[src/rtl/pitch_pkg.sv]
// Shared types for the pitch background renderer: colours,
// the flash FSM states, the signed coordinate type and the stage-1 bundle.
package pitch_pkg;

  typedef logic [7:0] rgb332_t;

  localparam rgb332_t BLACK       = 8'h00;
  localparam rgb332_t WHITE       = 8'hFF;
  localparam rgb332_t NET_FLASH   = 8'hFC;
  localparam rgb332_t GRASS_DARK  = 8'h0C;
  localparam rgb332_t GRASS_LIGHT = 8'h4C;

  typedef enum logic [1:0] {
    IDLE,
    FLASH_TEAM,
    FLASH_OPP
  } flash_state_t;

  // Signed so that rows above a goal top (top - margin) may go negative.
  typedef logic signed [12:0] coord_t;

  typedef struct packed {
    logic               vis;
    logic               opp_back;
    logic               team_back;
    logic               opp_net;
    logic               team_net;
    logic               in_field;
    logic               line;
    logic               mark;
    logic               stripe;
    logic signed [11:0] dx;
    logic signed [11:0] dy;
  } s1_t;

  function automatic coord_t to_coord(input logic [10:0] v);
    return $signed({2'b00, v});
  endfunction

  // Three-sided box open on the goal line at column xg:
  // far side at column xe, top/bottom rows y0/y1.
  function automatic logic box3(
    input coord_t x,
    input coord_t y,
    input coord_t xg,
    input coord_t xe,
    input coord_t y0,
    input coord_t y1
  );
    coord_t lo;
    coord_t hi;
    lo = (xg < xe) ? xg : xe;
    hi = (xg < xe) ? xe : xg;
    return (x == xe && y >= y0 && y <= y1) ||
           ((y == y0 || y == y1) && x >= lo && x <= hi);
  endfunction

endpackage

[src/rtl/pitch_bg_renderer_goal_flash_fsm.sv]
// Goal-celebration flash engine: state, frame countdown, blink phase.
// Ports: clk, reset, startOfFrame/score pulses in; state, phase, active out.
module goal_flash_fsm
  import pitch_pkg::*;
#(
  parameter int FLASH_FRAMES = 60,
  parameter int FLASH_PERIOD = 8
) (
  input  logic         clk,
  input  logic         reset,
  input  logic         start_of_frame_i,
  input  logic         team_scored_i,
  input  logic         opp_scored_i,
  output flash_state_t state_o,
  output logic         phase_o,
  output logic         active_o
);

  localparam int CW = $clog2(FLASH_FRAMES + 1);
  localparam int PW =
    (FLASH_PERIOD > 1) ? $clog2(FLASH_PERIOD) : 1;

  flash_state_t  state_q, state_d;
  logic [CW-1:0] cnt_q, cnt_d;
  logic [PW-1:0] per_q, per_d;
  logic          phase_q, phase_d;
  logic          active_q;

  always_comb begin
    state_d = state_q;
    cnt_d   = cnt_q;
    per_d   = per_q;
    phase_d = phase_q;
    if (team_scored_i || opp_scored_i) begin
      // Any new goal restarts the celebration; team wins a tie.
      state_d = team_scored_i ? FLASH_TEAM : FLASH_OPP;
      cnt_d   = CW'(FLASH_FRAMES);
      per_d   = '0;
      phase_d = 1'b0;
    end else if (state_q != IDLE && start_of_frame_i) begin
      cnt_d = cnt_q - CW'(1);
      if (cnt_q == CW'(1)) begin
        state_d = IDLE;
        per_d   = '0;
        phase_d = 1'b0;
      end else if (per_q == PW'(FLASH_PERIOD - 1)) begin
        per_d   = '0;
        phase_d = ~phase_q;
      end else begin
        per_d = per_q + PW'(1);
      end
    end
  end

  always_ff @(posedge clk or posedge reset) begin
    if (reset) begin
      state_q  <= IDLE;
      cnt_q    <= '0;
      per_q    <= '0;
      phase_q  <= 1'b0;
      active_q <= 1'b0;
    end else begin
      state_q  <= state_d;
      cnt_q    <= cnt_d;
      per_q    <= per_d;
      phase_q  <= phase_d;
      active_q <= (state_d != IDLE);
    end
  end

  assign state_o  = state_q;
  assign phase_o  = phase_q;
  assign active_o = active_q;

endmodule

[src/rtl/pitch_bg_renderer.sv]
// Two-stage pitch background renderer with goal-flash engine.
// In: clk, reset, pixelX/Y, startOfFrame, goal tops, score pulses.
// Out: BG_RGB, boardersDrawReq, team/oppGoalDrawReq, flashActive.
// Option: GRASS_STRIPES_EN selects 32-column striped grass.
module pitch_bg_renderer
  import pitch_pkg::*;
#(
  parameter int X_MAX        = 635,
  parameter int Y_MAX        = 475,
  parameter int BORDER       = 30,
  parameter int GOAL_DEPTH   = 32,
  parameter int GOAL_H       = 64,
  parameter int BOX_S        = 20,
  parameter int BOX_L        = 60,
  parameter int MID_X        = 315,
  parameter int MID_Y        = 237,
  parameter int CIRCLE_R     = 50,
  parameter int FLASH_FRAMES = 60,
  parameter int FLASH_PERIOD = 8
) (
  input  logic        clk,
  input  logic        reset,
  input  logic [10:0] pixelX,
  input  logic [10:0] pixelY,
  input  logic        startOfFrame,
  input  logic [10:0] teamGoalTop,
  input  logic [10:0] oppGoalTop,
  input  logic        teamScored,
  input  logic        oppScored,
  output logic [7:0]  BG_RGB,
  output logic        boardersDrawReq,
  output logic        teamGoalDrawReq,
  output logic        oppGoalDrawReq,
  output logic        flashActive
);

  localparam coord_t XM   = coord_t'(X_MAX);
  localparam coord_t YM   = coord_t'(Y_MAX);
  localparam coord_t FL   = coord_t'(BORDER);
  localparam coord_t FR   = coord_t'(X_MAX - BORDER);
  localparam coord_t FT   = coord_t'(BORDER);
  localparam coord_t FB   = coord_t'(Y_MAX - BORDER);
  localparam coord_t OBX  = coord_t'(5);
  localparam coord_t TBX  = coord_t'(X_MAX - 3);
  localparam coord_t GD   = coord_t'(GOAL_DEPTH);
  localparam coord_t GH   = coord_t'(GOAL_H);
  localparam coord_t BS   = coord_t'(BOX_S);
  localparam coord_t BL   = coord_t'(BOX_L);
  localparam coord_t SM   = coord_t'(10);
  localparam coord_t LM   = coord_t'(50);
  localparam coord_t SPX  = coord_t'(42);
  localparam coord_t SPY  = coord_t'(32);
  localparam coord_t MX   = coord_t'(MID_X);
  localparam coord_t MY   = coord_t'(MID_Y);
  localparam int     R2   = CIRCLE_R * CIRCLE_R;
  localparam int     RI2  = (CIRCLE_R - 1) * (CIRCLE_R - 1);

  flash_state_t fsm_state;
  logic         fsm_phase;

  goal_flash_fsm #(
    .FLASH_FRAMES(FLASH_FRAMES),
    .FLASH_PERIOD(FLASH_PERIOD)
  ) u_flash (
    .clk             (clk),
    .reset           (reset),
    .start_of_frame_i(startOfFrame),
    .team_scored_i   (teamScored),
    .opp_scored_i    (oppScored),
    .state_o         (fsm_state),
    .phase_o         (fsm_phase),
    .active_o        (flashActive)
  );

  // Stage 1: geometry compares and circle offsets.
  coord_t x, y, ot, tt, ot_b, tt_b;
  logic   opp_mouth, team_mouth, spots, boxes;
  s1_t    s1_d, s1_q;

  always_comb begin
    x    = to_coord(pixelX);
    y    = to_coord(pixelY);
    ot   = to_coord(oppGoalTop);
    tt   = to_coord(teamGoalTop);
    ot_b = ot + GH;
    tt_b = tt + GH;

    opp_mouth  = (y > ot) && (y < ot_b);
    team_mouth = (y > tt) && (y < tt_b);

    boxes = box3(x, y, FL, FL + BS, ot - SM, ot_b + SM) ||
            box3(x, y, FL, FL + BL, ot - LM, ot_b + LM) ||
            box3(x, y, FR, FR - BS, tt - SM, tt_b + SM) ||
            box3(x, y, FR, FR - BL, tt - LM, tt_b + LM);

    spots = (x >= FL + SPX && x <= FL + SPX + 1 &&
             y >= ot + SPY && y <= ot + SPY + 1) ||
            (x >= FR - SPX - 1 && x <= FR - SPX &&
             y >= tt + SPY && y <= tt + SPY + 1);

    s1_d           = '0;
    s1_d.vis       = (x <= XM) && (y <= YM);
    s1_d.opp_back  = (x == OBX) && (y >= ot) && (y <= ot_b);
    s1_d.team_back = (x == TBX) && (y >= tt) && (y <= tt_b);
    s1_d.opp_net   = (x > OBX) && (x < OBX + GD) &&
                     (y == ot || y == ot_b);
    s1_d.team_net  = (x > TBX - GD) && (x < TBX) &&
                     (y == tt || y == tt_b);
    s1_d.in_field  = (x >= FL) && (x <= FR) &&
                     (y >= FT) && (y <= FB);
    s1_d.line      = (x == FL && !opp_mouth) ||
                     (x == FR && !team_mouth) ||
                     (y == FT) || (y == FB);
    s1_d.mark      = boxes || spots || (x == MX);
    s1_d.stripe    = pixelX[5];
    s1_d.dx        = 12'(x - MX);
    s1_d.dy        = 12'(y - MY);
  end

  // Stage 2: circle distance and colour priority mux.
  logic signed [11:0] dx_s, dy_s;
  logic signed [23:0] dx2, dy2;
  logic        [23:0] d2;
  logic               circ;
  rgb332_t            opp_col, team_col, grass;
  rgb332_t            rgb_d, rgb_q;
  logic               bord_d, bord_q;
  logic               team_d, team_q;
  logic               opp_d, opp_q;

  always_comb begin
    dx_s = s1_q.dx;
    dy_s = s1_q.dy;
    dx2  = dx_s * dx_s;
    dy2  = dy_s * dy_s;
    d2   = $unsigned(dx2) + $unsigned(dy2);
    circ = (d2 > 24'(RI2)) && (d2 <= 24'(R2));

    opp_col  = (fsm_state == FLASH_OPP && fsm_phase)
             ? NET_FLASH : BLACK;
    team_col = (fsm_state == FLASH_TEAM && fsm_phase)
             ? NET_FLASH : BLACK;
`ifdef GRASS_STRIPES_EN
    grass = s1_q.stripe ? GRASS_LIGHT : GRASS_DARK;
`else
    grass = GRASS_DARK;
`endif

    rgb_d  = BLACK;
    bord_d = 1'b0;
    team_d = 1'b0;
    opp_d  = 1'b0;
    if (!s1_q.vis) begin
      rgb_d = BLACK;
    end else if (s1_q.opp_back) begin
      rgb_d = opp_col;
      opp_d = 1'b1;
    end else if (s1_q.team_back) begin
      rgb_d  = team_col;
      team_d = 1'b1;
    end else if (s1_q.opp_net || s1_q.team_net) begin
      rgb_d  = s1_q.opp_net ? opp_col : team_col;
      bord_d = 1'b1;
    end else if (!s1_q.in_field) begin
      rgb_d = BLACK;
    end else if (s1_q.line) begin
      rgb_d  = WHITE;
      bord_d = 1'b1;
    end else if (s1_q.mark || circ) begin
      rgb_d = WHITE;
    end else begin
      rgb_d = grass;
    end
  end

  always_ff @(posedge clk or posedge reset) begin
    if (reset) begin
      s1_q   <= '0;
      rgb_q  <= BLACK;
      bord_q <= 1'b0;
      team_q <= 1'b0;
      opp_q  <= 1'b0;
    end else begin
      s1_q   <= s1_d;
      rgb_q  <= rgb_d;
      bord_q <= bord_d;
      team_q <= team_d;
      opp_q  <= opp_d;
    end
  end

  assign BG_RGB          = rgb_q;
  assign boardersDrawReq = bord_q;
  assign teamGoalDrawReq = team_q;
  assign oppGoalDrawReq  = opp_q;

endmodule
[config.mk]
export PLATFORM = sky130hd
export DESIGN_NAME = pitch_bg_renderer
export DESIGN_NICKNAME = d
export VERILOG_FILES = /design/src/rtl/pitch_pkg.sv /design/src/rtl/pitch_bg_renderer_goal_flash_fsm.sv /design/src/rtl/pitch_bg_renderer.sv
export SDC_FILE = /design/constraint.sdc
export NUM_CORES = 1
export LEC_CHECK = 0
export ABC_AREA = 1
export BUFFER_PORTS_ARGS = -buffer_cell sky130_fd_sc_hd__buf_2
export CORE_ASPECT_RATIO = 1.75
export CORE_MARGIN = 1
export CORE_UTILIZATION = 45
export CTS_BUF_LIST = sky130_fd_sc_hd__clkbuf_8
export DETAILED_ROUTE_END_ITERATION = 16
export PLACE_DENSITY = 0.62
export SLEW_MARGIN = 20
export SYNTH_ARGS = -nofsm -noshare
export SYNTH_HDL_FRONTEND = slang
export SYNTH_SLANG_ARGS = --single-unit
[constraint.sdc]
create_clock -name clk -period 6.77 [get_ports clk]
set_input_delay 1.0155 -clock clk [delete_from_list [all_inputs] [get_ports clk]]
set_output_delay 1.0155 -clock clk [all_outputs]
set_load 0.01 [all_outputs]
==> reports/results.tsv, run 1 <==
stage	metric	value	unit
setup_path	type of origin of the critical path	flip-flop	
placed_design	GP Congestion	1.01	
timing	Highest Clock Rate	147	MHz
logic_synthesis	sequential share of the synthesized area	6.74	%
cells_and_area	layout cells sized above 1	15.1	%
logic_synthesis	Mapped Cells	2470	
clock_tree	clock-pin slew on the worst setup and hold paths	0.11	ns
clock_tree	H-Tree Depth	2	
timing	Slew @ Worst Pin	1.17	ns
setup_path	critical path's largest stage delay	0.55	ns
status	failing checks	setup timing	
setup_path	CP max FO	8	
timing	period utilization	100	%
clock_tree	Clock Latency Late Sink	0.34	ns
global_route	gr usage total	26.5	%
logic_synthesis	Yosys warning count	0	
setup_path	required time of the critical path	7.04	ns
setup_path	CP endpoint kind	flip-flop	
logic_synthesis	mapped cell area	0.0189	mm^2
timing	RSZ-0062 raised after global routing	true	
global_route	total gr overflow	0	
setup_path	reg2reg end	BG_RGB[6]	
cells_and_area	area delta synth->final	13.8	%
setup_path	Crit-path slowest cell	fa_1	
die	die area	0.0429	mm^2
detailed_routing	DR iter-0 viols	595	
die	die width	157	um
worst_hold_path	Hold Crit Class	flip-flop to flip-flop	
detailed_routing	drt pass-1 iters	5	
placed_design	Detailed Place HPWL	47700	um
clock_tree	buffers from clock root to sink, at most	2	
clock_tree	# hold bufs at CTS	0	
global_route	global-route wire length before repair	87400	um
logic_synthesis	Yosys reg bits	51	
detailed_routing	Final ANT Viol Nets	0	
die	floorplan core area	0.0416	mm^2
detailed_routing	vias per cell	5.14	
clock_tree	CTS Sinks	51	
timing	PnR worst setup slack	-0.0313	ns
worst_hold_path	Min-Delay Endpoint	u_flash.per_q[1]	
detailed_routing	WL/cell	17.0	um
worst_hold_path	worst min-delay path startpoint	u_flash.per_q[1]	
clock_tree	clock root buffer	clkbuf_8	
timing	relative slew slack	21.5	%
detailed_routing	vias post-DR	16400	
die	io pins	61	
setup_path	worst reg2reg startpoint	dy_s[11]	
worst_hold_path	Hold Path Stages	2	
global_route	largest net degree at the start of global routing	52	
setup_path	delay-heaviest family, CP	adder cells	
die	initial core utilization	45.5	%
clock_tree	CTS tree	yes	
setup_path	arrival time of the worst setup path	7.07	ns
detailed_routing	Total Routed Length	54500	um
placed_design	# port buffers	60	
timing	Final setup viols	1	
logic_synthesis	syn nets	3067	
setup_path	R2R setup slack	-0.03	ns
global_route	initial antenna violation count	2	
die	die span in y	273	um
status	status	finished, violations left	
timing	Final Max Tran Viols	0	
cells_and_area	nets	3235	
timing	final setup TNS	-0.0313	ns
global_route	vias in the first global route	17900	
setup_path	critical path class	flip-flop to flip-flop	
setup_path	worst-case reg-to-reg path depth	35	
setup_path	worst path buffer plus inverter count	10	
timing	Min Clock Period, post-route	6.80	ns
detailed_routing	# DRC	0	
die	Row Count	99	
timing	Final Skew	0.00581	ns
logic_synthesis	post-synth cell types	57	
clock_tree	CTS Buf Count	5	
timing	final hold viol count	0	
logic_synthesis	syn avg cell area	7.67	um^2
job	MaxCap Viol Count	0	
## placed cells by master, fill, tap and decap left out, types with 12 or more instances in the layout
cell type / Yosys / layout
inv_1: 654 / 615
nand2_1: 437 / 404
fa_1: 279 / 266
ha_1: 269 / 253
nor2_1: 157 / 155
buf_4: 9 / 122
xor2_1: 96 / 95
a21oi_1: 90 / 81
nand3_1: 80 / 75
buf_2: 3 / 60
o21ai_0: 54 / 52
inv_2: 11 / 47
dfrtp_1: 51 / 36
nand4_1: 36 / 36
nand2_2: 7 / 31
nor3_1: 29 / 28
xnor2_1: 24 / 24
ha_4: 0 / 15
dfrtp_2: 0 / 15
nor4_1: 15 / 14
buf_6: 0 / 14
fa_2: 0 / 13
a21oi_2: 3 / 12
a211oi_1: 12 / 12
## cell families (layout without fill, tap and decap cells)
family | count (synthesis) | count (layout) | synth area share [%]
xor+xnor | 123 | 123 | 5.81
flops | 51 | 51 | 6.74
simple gates | 809 | 809 | 18.6
buf+inv | 709 | 878 | 14.3
fa+ha+maj | 548 | 548 | 47.3
compound gates | 230 | 230 | 7.34
other cells | 0 | 2 | 0
## flip-flops by register name (all words and copies together) (netlist names)
signal            cells
boardersDrawReq       1
oppGoalDrawReq        1
s1_q                  8
u_flash.cnt_q         6
u_flash.active_o      1
dy_s                 12
dx_s                 12
u_flash.per_q         3
teamGoalDrawReq       1
u_flash.phase_o       1
BG_RGB                3
u_flash.state_o       2
## worst register-to-register path: cells and delay by family, from the launching register on
kind                     cells  cell delay (ns)
XOR/XNOR                     1             0.06
adder cells (fa/ha/maj)      8             3.91
AO/OA/AOI/OAI                1             0.13
flip-flops                   1             0.43
AND/OR/NAND/NOR             15             1.35
buffers and inverters       10             0.85
## cell usage after synthesis, drive strengths merged
library cell,count,area (um^2)
a211oi,12,90.1
nand3b,10,75.1
clkbuf,31,118
a22o,1,8.76
clkinv,1,3.75
o21ai,58,294
nand4,36,225
nor4,17,119
and3,2,12.5
o2111a,1,11.3
xnor2,24,210
a21o,3,22.5
o41ai,2,17.5
dfrtp,51,1280
a221oi,11,96.3
a21oi,93,477
ha,269,3370
o31ai,6,45.0
o2111ai,2,17.5
xor2,99,890
o311ai,2,17.5
nor3,31,165
a31oi,8,50.1
o211ai,9,67.6
fa,279,5590
or4,2,15.0
o21bai,11,82.6
a41oi,3,26.3
and2,3,18.8
nor2,168,673
buf,12,82.6
or2,5,31.3
a31o,2,17.5
o221ai,3,26.3
o21a,2,15.0
nand3,84,440
nor4b,1,8.76
nand2b,1,6.26
inv,665,2500
nor3b,3,22.5
a22oi,1,7.51
nand2,446,1710
## per-stage QoR
stage | hold slack [ns] | cell area, um^2 | instances | util [%] | setup slack, ns
finish | 0.515 | 21500 | 3196 | 51.8 | -0.0313
global placement | 0.474 | 20700 | 3160 | 49.8 | -0.0710
CTS | 0.515 | 21100 | 3175 | 50.7 | 0.00124
floorplan | 0.433 | 18900 | 2470 | - | 0.0537
global route | 0.531 | 21500 | 3196 | 51.8 | -0.287
detailed placement | 0.488 | 20700 | 3160 | 49.8 | -0.133
## routing by layer
layer | global-route usage, % | part of all wire [%]
met1 | 24.0 | 32
met4 | 19.8 | 8.4
met3 | 0.966 | 2.0
met2 | 54.1 | 58
met5 | 0 | 0
## timing repair
| action | CTS | global route |
|---|---|---|
| gates resized for setup | 48 | 126 |
| pin swaps | 24 | 124 |
| buffers inserted | 7 | 21 |
| endpoints found under the setup margin | 2 | 2 |
## worst max-delay path by stage
stage / start / depth (start not counted) / slack [ns] / to
3_5_place_dp: dy_s[10] / 32 / -0.13 / BG_RGB[6]
3_3_place_gp: dy_s[10] / 31 / -0.07 / BG_RGB[6]
5_1_grt: dy_s[11] / 35 / -0.29 / BG_RGB[6]
4_1_cts: dy_s[11] / 36 / 0.001 / BG_RGB[6]
6_report: dy_s[11] / 35 / -0.03 / BG_RGB[6]
2_1_floorplan: dy_s[11] / 34 / 0.05 / BG_RGB[6]
## final cells by class
type	instances	area, um^2
sequential	51	1290
inverter	666	2510
antenna	2	5.00
timing repair buffer	204	1530
fill	4131	20100
tap	555	694
clock buffer	5	68.8
multi-input combinational	1710	15400
clock inverter	3	28.8
Power of run 1 is not shown: default switching activity piles up to over one toggle a cycle in this logic, so the estimate is an artifact.
==> run 2, diff against run 1 <==
- SKIP_CTS_REPAIR_TIMING: unset -> 1
==> run 2 against run 1 <==
The run now ends clean; via count rose by 0.21%; final area rose by 1.2%; clock skew rose by 0.0044 ns; wire length rose by 0.62%; sequential share of layout area fell by 0.054 points; global-route usage fell by 0.10 points; hold slack barely moved; setup slack improved by 0.12 ns.
==> reports/results.tsv, run 2 (synthesis results as in run 1) <==
stage	metric	value	unit
timing	RSZ-0062 raised after global routing	true	
clock_tree	clock root buffer	clkbuf_8	
placed_design	# port buffers	60	
cells_and_area	Reg area	0.00130	mm^2
cells_and_area	most frequent cells in the layout	inv_1 (598), nand2_1 (388), fa_1 (257)	
cells_and_area	design area	0.0218	mm^2
clock_tree	CTS tree	yes	
setup_path	critical path class	flip-flop to flip-flop	
cells_and_area	area delta synth->final	15.1	%
placed_design	Detailed Place HPWL	47700	um
detailed_routing	DR iter-0 viols	553	
die	Row Count	99	
placed_design	Placed Area	0.0207	mm^2
global_route	global-route wire length before repair	87000	um
setup_path	CP max FO	6	
timing	Final Max Tran Viols	0	
timing	Min Clock Period, post-route	6.68	ns
detailed_routing	Final ANT Viol Nets	0	
die	io pins	61	
timing	Slew @ Worst Pin	1.19	ns
cells_and_area	commonest non-fill, non-tap cell in the layout	inv_1	
clock_tree	clock-pin slew on the worst setup and hold paths	0.10	ns
clock_tree	buffers from clock root to sink, at most	2	
setup_path	type of origin of the critical path	flip-flop	
status	status	completed	
detailed_routing	Total Routed Length	54800	um
global_route	gr usage total	26.4	%
detailed_routing	vias per cell	5.14	
die	die width	157	um
die	die area	0.0429	mm^2
cells_and_area	layout cells sized above 1	17.4	%
clock_tree	H-Tree Depth	2	
placed_design	GP Congestion	1.01	
cells_and_area	# fillers	4088	
die	die span in y	273	um
worst_hold_path	Hold Crit Class	flip-flop to flip-flop	
global_route	vias in the first global route	17800	
global_route	total gr overflow	0	
clock_tree	CTS Sinks	51	
detailed_routing	WL/cell	17.1	um
timing	relative slew slack	20.2	%
global_route	largest net degree at the start of global routing	52	
die	floorplan core area	0.0416	mm^2
global_route	initial antenna violation count	2	
setup_path	critical path's largest stage delay	0.62	ns
cells_and_area	Post-Route Utilization	52.4	%
die	initial core utilization	45.5	%
timing	final hold viol count	0	
setup_path	CP endpoint kind	flip-flop	
timing	Final setup viols	0	
job	MaxCap Viol Count	0	
detailed_routing	drt pass-1 iters	5	
clock_tree	Clock Latency Late Sink	0.34	ns
timing	Final Skew	0.0103	ns
detailed_routing	vias post-DR	16500	
detailed_routing	# DRC	0	
timing	period utilization	98.7	%
cells_and_area	nets	3246	
timing	Highest Clock Rate	150	MHz
clock_tree	CTS Buf Count	5	
cells_and_area	area taken by multi-input logic gates	0.0155	mm^2
setup_path	Crit-path slowest cell	fa_2	
setup_path	arrival time of the worst setup path	6.95	ns
setup_path	required time of the critical path	7.04	ns
-- run 2: cell types whose count changed in the layout (fill, tap and decap cells not counted), moves of 2 or more --
cell,previous run,this run
nand2_2,31,44
nand2_1,404,388
dfrtp_1,36,33
buf_4,122,125
inv_2,47,63
inv_1,615,598
nand2_4,11,14
nor2_1,155,153
dfrtp_2,15,18
ha_1,253,250
fa_1,266,257
ha_4,15,17
buf_6,14,21
fa_2,13,22
-- run 2: critical path: cells and delay by family (launching register included) --
family	cells	cell delay [ns]
AO/OA/AOI/OAI	2	0.25
XOR/XNOR	1	0.06
flip-flops	1	0.47
adder cells (fa/ha/maj)	8	3.99
buffers and inverters	8	0.69
AND/OR/NAND/NOR	13	1.14
-- run 2: metrics by stage --
step | hold slack [ns] | worst slack, ns | setup TNS (ns) | std cells
2_1_floorplan | 0.433 | 0.0537 | 0 | 2470
3_3_place_gp | 0.474 | -0.0710 | -0.0710 | 3160
3_5_place_dp | 0.488 | -0.133 | -0.133 | 3160
4_1_cts | 0.515 | -0.185 | -0.217 | 3168
5_1_grt | 0.531 | -0.229 | -0.297 | 3207
6_report | 0.515 | 0.0907 | 0 | 3207
-- run 2: final timing paths --
check                                 start               end  slack, ns  cells past startpoint
hold / removal             u_flash.per_q[1]  u_flash.per_q[1]       0.51                      2
setup reg to reg                   dx_s[11]         BG_RGB[6]       0.09                     32
min in group asynchronous             reset    oppGoalDrawReq       0.83                      3
max in group asynchronous             reset           dx_s[7]       5.41                      3
setup / recovery                   dx_s[11]         BG_RGB[6]       0.09                     32
hold reg to reg            u_flash.per_q[1]  u_flash.per_q[1]       0.51                      2
-- run 2: layout make-up --
cell class                      count  share of cell area (%)
Multi-Input combinational cell   1710                    71.3
Inverter                          666                    11.5
Timing Repair Buffer              215                    7.57
Sequential cell                    51                    5.96
Tap cell                          555                    3.18
Clock buffer                        5                   0.316
Clock inverter                      3                   0.132
Antenna cell                        2                  0.0230
-- run 2: per-layer routing --
layer  up-vias  wire length [um]  GRT usage (%)
met5         -                 0              0
met3       174              1190          0.918
met4         0              4340           19.5
li1       7910                 -              -
met1      8028             17500           24.0
met2       361             31800           53.9
Power of run 2 is left out for the same reason.
==> run 3, diff against run 2 <==
- CTS_BUF_LIST: sky130_fd_sc_hd__clkbuf_8 -> unset
- GPL_ROUTABILITY_DRIVEN: unset -> 1
- PLACE_DENSITY: 0.62 -> 0.6
- clock period: 6.77 -> 7.82 ns (I/O delays scaled with it)
==> run 3 against run 2 <==
Non-clock buffer count down 139; die area unchanged; hold slack worse by 0.055 ns; final cell count down 4.4%; maximum frequency down 8.5%.
==> reports/results.tsv, run 3 (synthesis results as in run 1) <==
stage	metric	value	unit
setup_path	CP max FO	7	
clock_tree	clock root buffer	clkbuf_16	
global_route	largest net degree at the start of global routing	52	
placed_design	GP Congestion	0.973	
setup_path	critical path's largest stage delay	0.64	ns
timing	Highest Clock Rate	137	MHz
timing	Min Clock Period, post-route	7.30	ns
timing	Final setup viols	0	
cells_and_area	layout cells sized above 1	5.81	%
placed_design	# port buffers	60	
timing	Slew @ Worst Pin	1.17	ns
setup_path	type of origin of the critical path	flip-flop	
cells_and_area	nets	3107	
setup_path	most frequent CP cell	nand2_1	
detailed_routing	vias per cell	5.18	
cells_and_area	area delta synth->final	5.76	%
detailed_routing	# DRC	0	
status	status	completed	
placed_design	Placed Area	0.0198	mm^2
setup_path	critical path class	flip-flop to flip-flop	
cells_and_area	commonest non-fill, non-tap cell in the layout	inv_1	
clock_tree	clock-pin slew on the worst setup and hold paths	0.08	ns
die	die span in y	273	um
detailed_routing	Final ANT Viol Nets	0	
setup_path	R2R setup slack	0.52	ns
cells_and_area	design area	0.0200	mm^2
detailed_routing	drt pass-1 iters	5	
setup_path	Crit-path slowest cell	fa_2	
timing	period utilization	93.4	%
cells_and_area	final non-filler cell total	3067	
timing	Fin Hold WS	0.460	ns
detailed_routing	WL/cell	18.3	um
clock_tree	CTS Buf Count	5	
global_route	total gr overflow	0	
setup_path	arrival time of the worst setup path	7.54	ns
timing	Final Skew	0.00821	ns
die	floorplan core area	0.0416	mm^2
die	io pins	61	
worst_hold_path	Hold Path Stages	2	
global_route	gr usage total	27.9	%
setup_path	worst-case reg-to-reg path depth	33	
global_route	vias in the first global route	17700	
cells_and_area	most frequent cells in the layout	inv_1 (652), nand2_1 (437), fa_1 (277)	
global_route	global-route wire length before repair	89800	um
placed_design	Detailed Place HPWL	49100	um
die	initial core utilization	45.5	%
die	die area	0.0429	mm^2
placed_design	Post-Place Cells	3056	
clock_tree	CTS tree	yes	
detailed_routing	vias post-DR	15900	
global_route	initial antenna violation count	0	
setup_path	CP endpoint kind	flip-flop	
detailed_routing	DR iter-0 viols	592	
timing	relative slew slack	21.1	%
clock_tree	CTS Sinks	51	
timing	final hold viol count	0	
timing	Final Max Tran Viols	0	
die	die width	157	um
die	Row Count	99	
clock_tree	H-Tree Depth	2	
detailed_routing	Total Routed Length	56200	um
clock_tree	buffers from clock root to sink, at most	2	
worst_hold_path	Hold Crit Class	flip-flop to flip-flop	
clock_tree	Clock Latency Late Sink	0.32	ns
job	MaxCap Viol Count	0	
setup_path	required time of the critical path	8.06	ns
-- run 3: metrics by stage --
| step | util [%] | setup TNS (ns) | setup slack [ns] |
|---|---|---|---|
| floorplan | - | 0 | 1.00 |
| CTS | 48.0 | 0 | 0.384 |
| global route | 48.1 | -0.00888 | -0.00888 |
| global placement | 47.7 | 0 | 0.470 |
| detailed placement | 47.7 | 0 | 0.426 |
| finish | 48.1 | 0 | 0.520 |
-- run 3: worst paths after layout --
| path | from | to |
|---|---|---|
| setup / recovery | dy_s[1] | BG_RGB[6] |
| hold / removal | s1_q[31] | oppGoalDrawReq |
| setup reg to reg | dy_s[1] | BG_RGB[6] |
| hold reg to reg | s1_q[31] | oppGoalDrawReq |
| max in group asynchronous | reset | dy_s[0] |
| min in group asynchronous | reset | oppGoalDrawReq |
-- run 3: area by class of cell --
cell class / instances / area, um^2
clock inverters: 3 / 27.5
fillers: 4289 / 21600
multi-input cells: 1710 / 15000
diodes: 1 / 2.50
inverters: 666 / 2500
clock buffers: 5 / 125
flip-flops and latches: 51 / 1280
repair buffers: 76 / 420
well taps: 555 / 694
-- run 3: layer usage --
metal,vias to the layer above,global-route usage [%],share of wire (%)
met5,-,0,0
met2,355,56.2,56
met1,7677,23.1,31
met4,0,26.5,11
met3,222,1.93,2.0
li1,7632,-,-
-- run 3: critical path: cells and delay by family, from the launching register on --
family	cells	cell delay [ns]
adder cells (fa/ha/maj)	8	4.13
AO/OA/AOI/OAI	3	0.35
AND/OR/NAND/NOR	16	1.50
flip-flops	1	0.54
buffers and inverters	6	0.68
Power of run 3 is left out for the same reason.
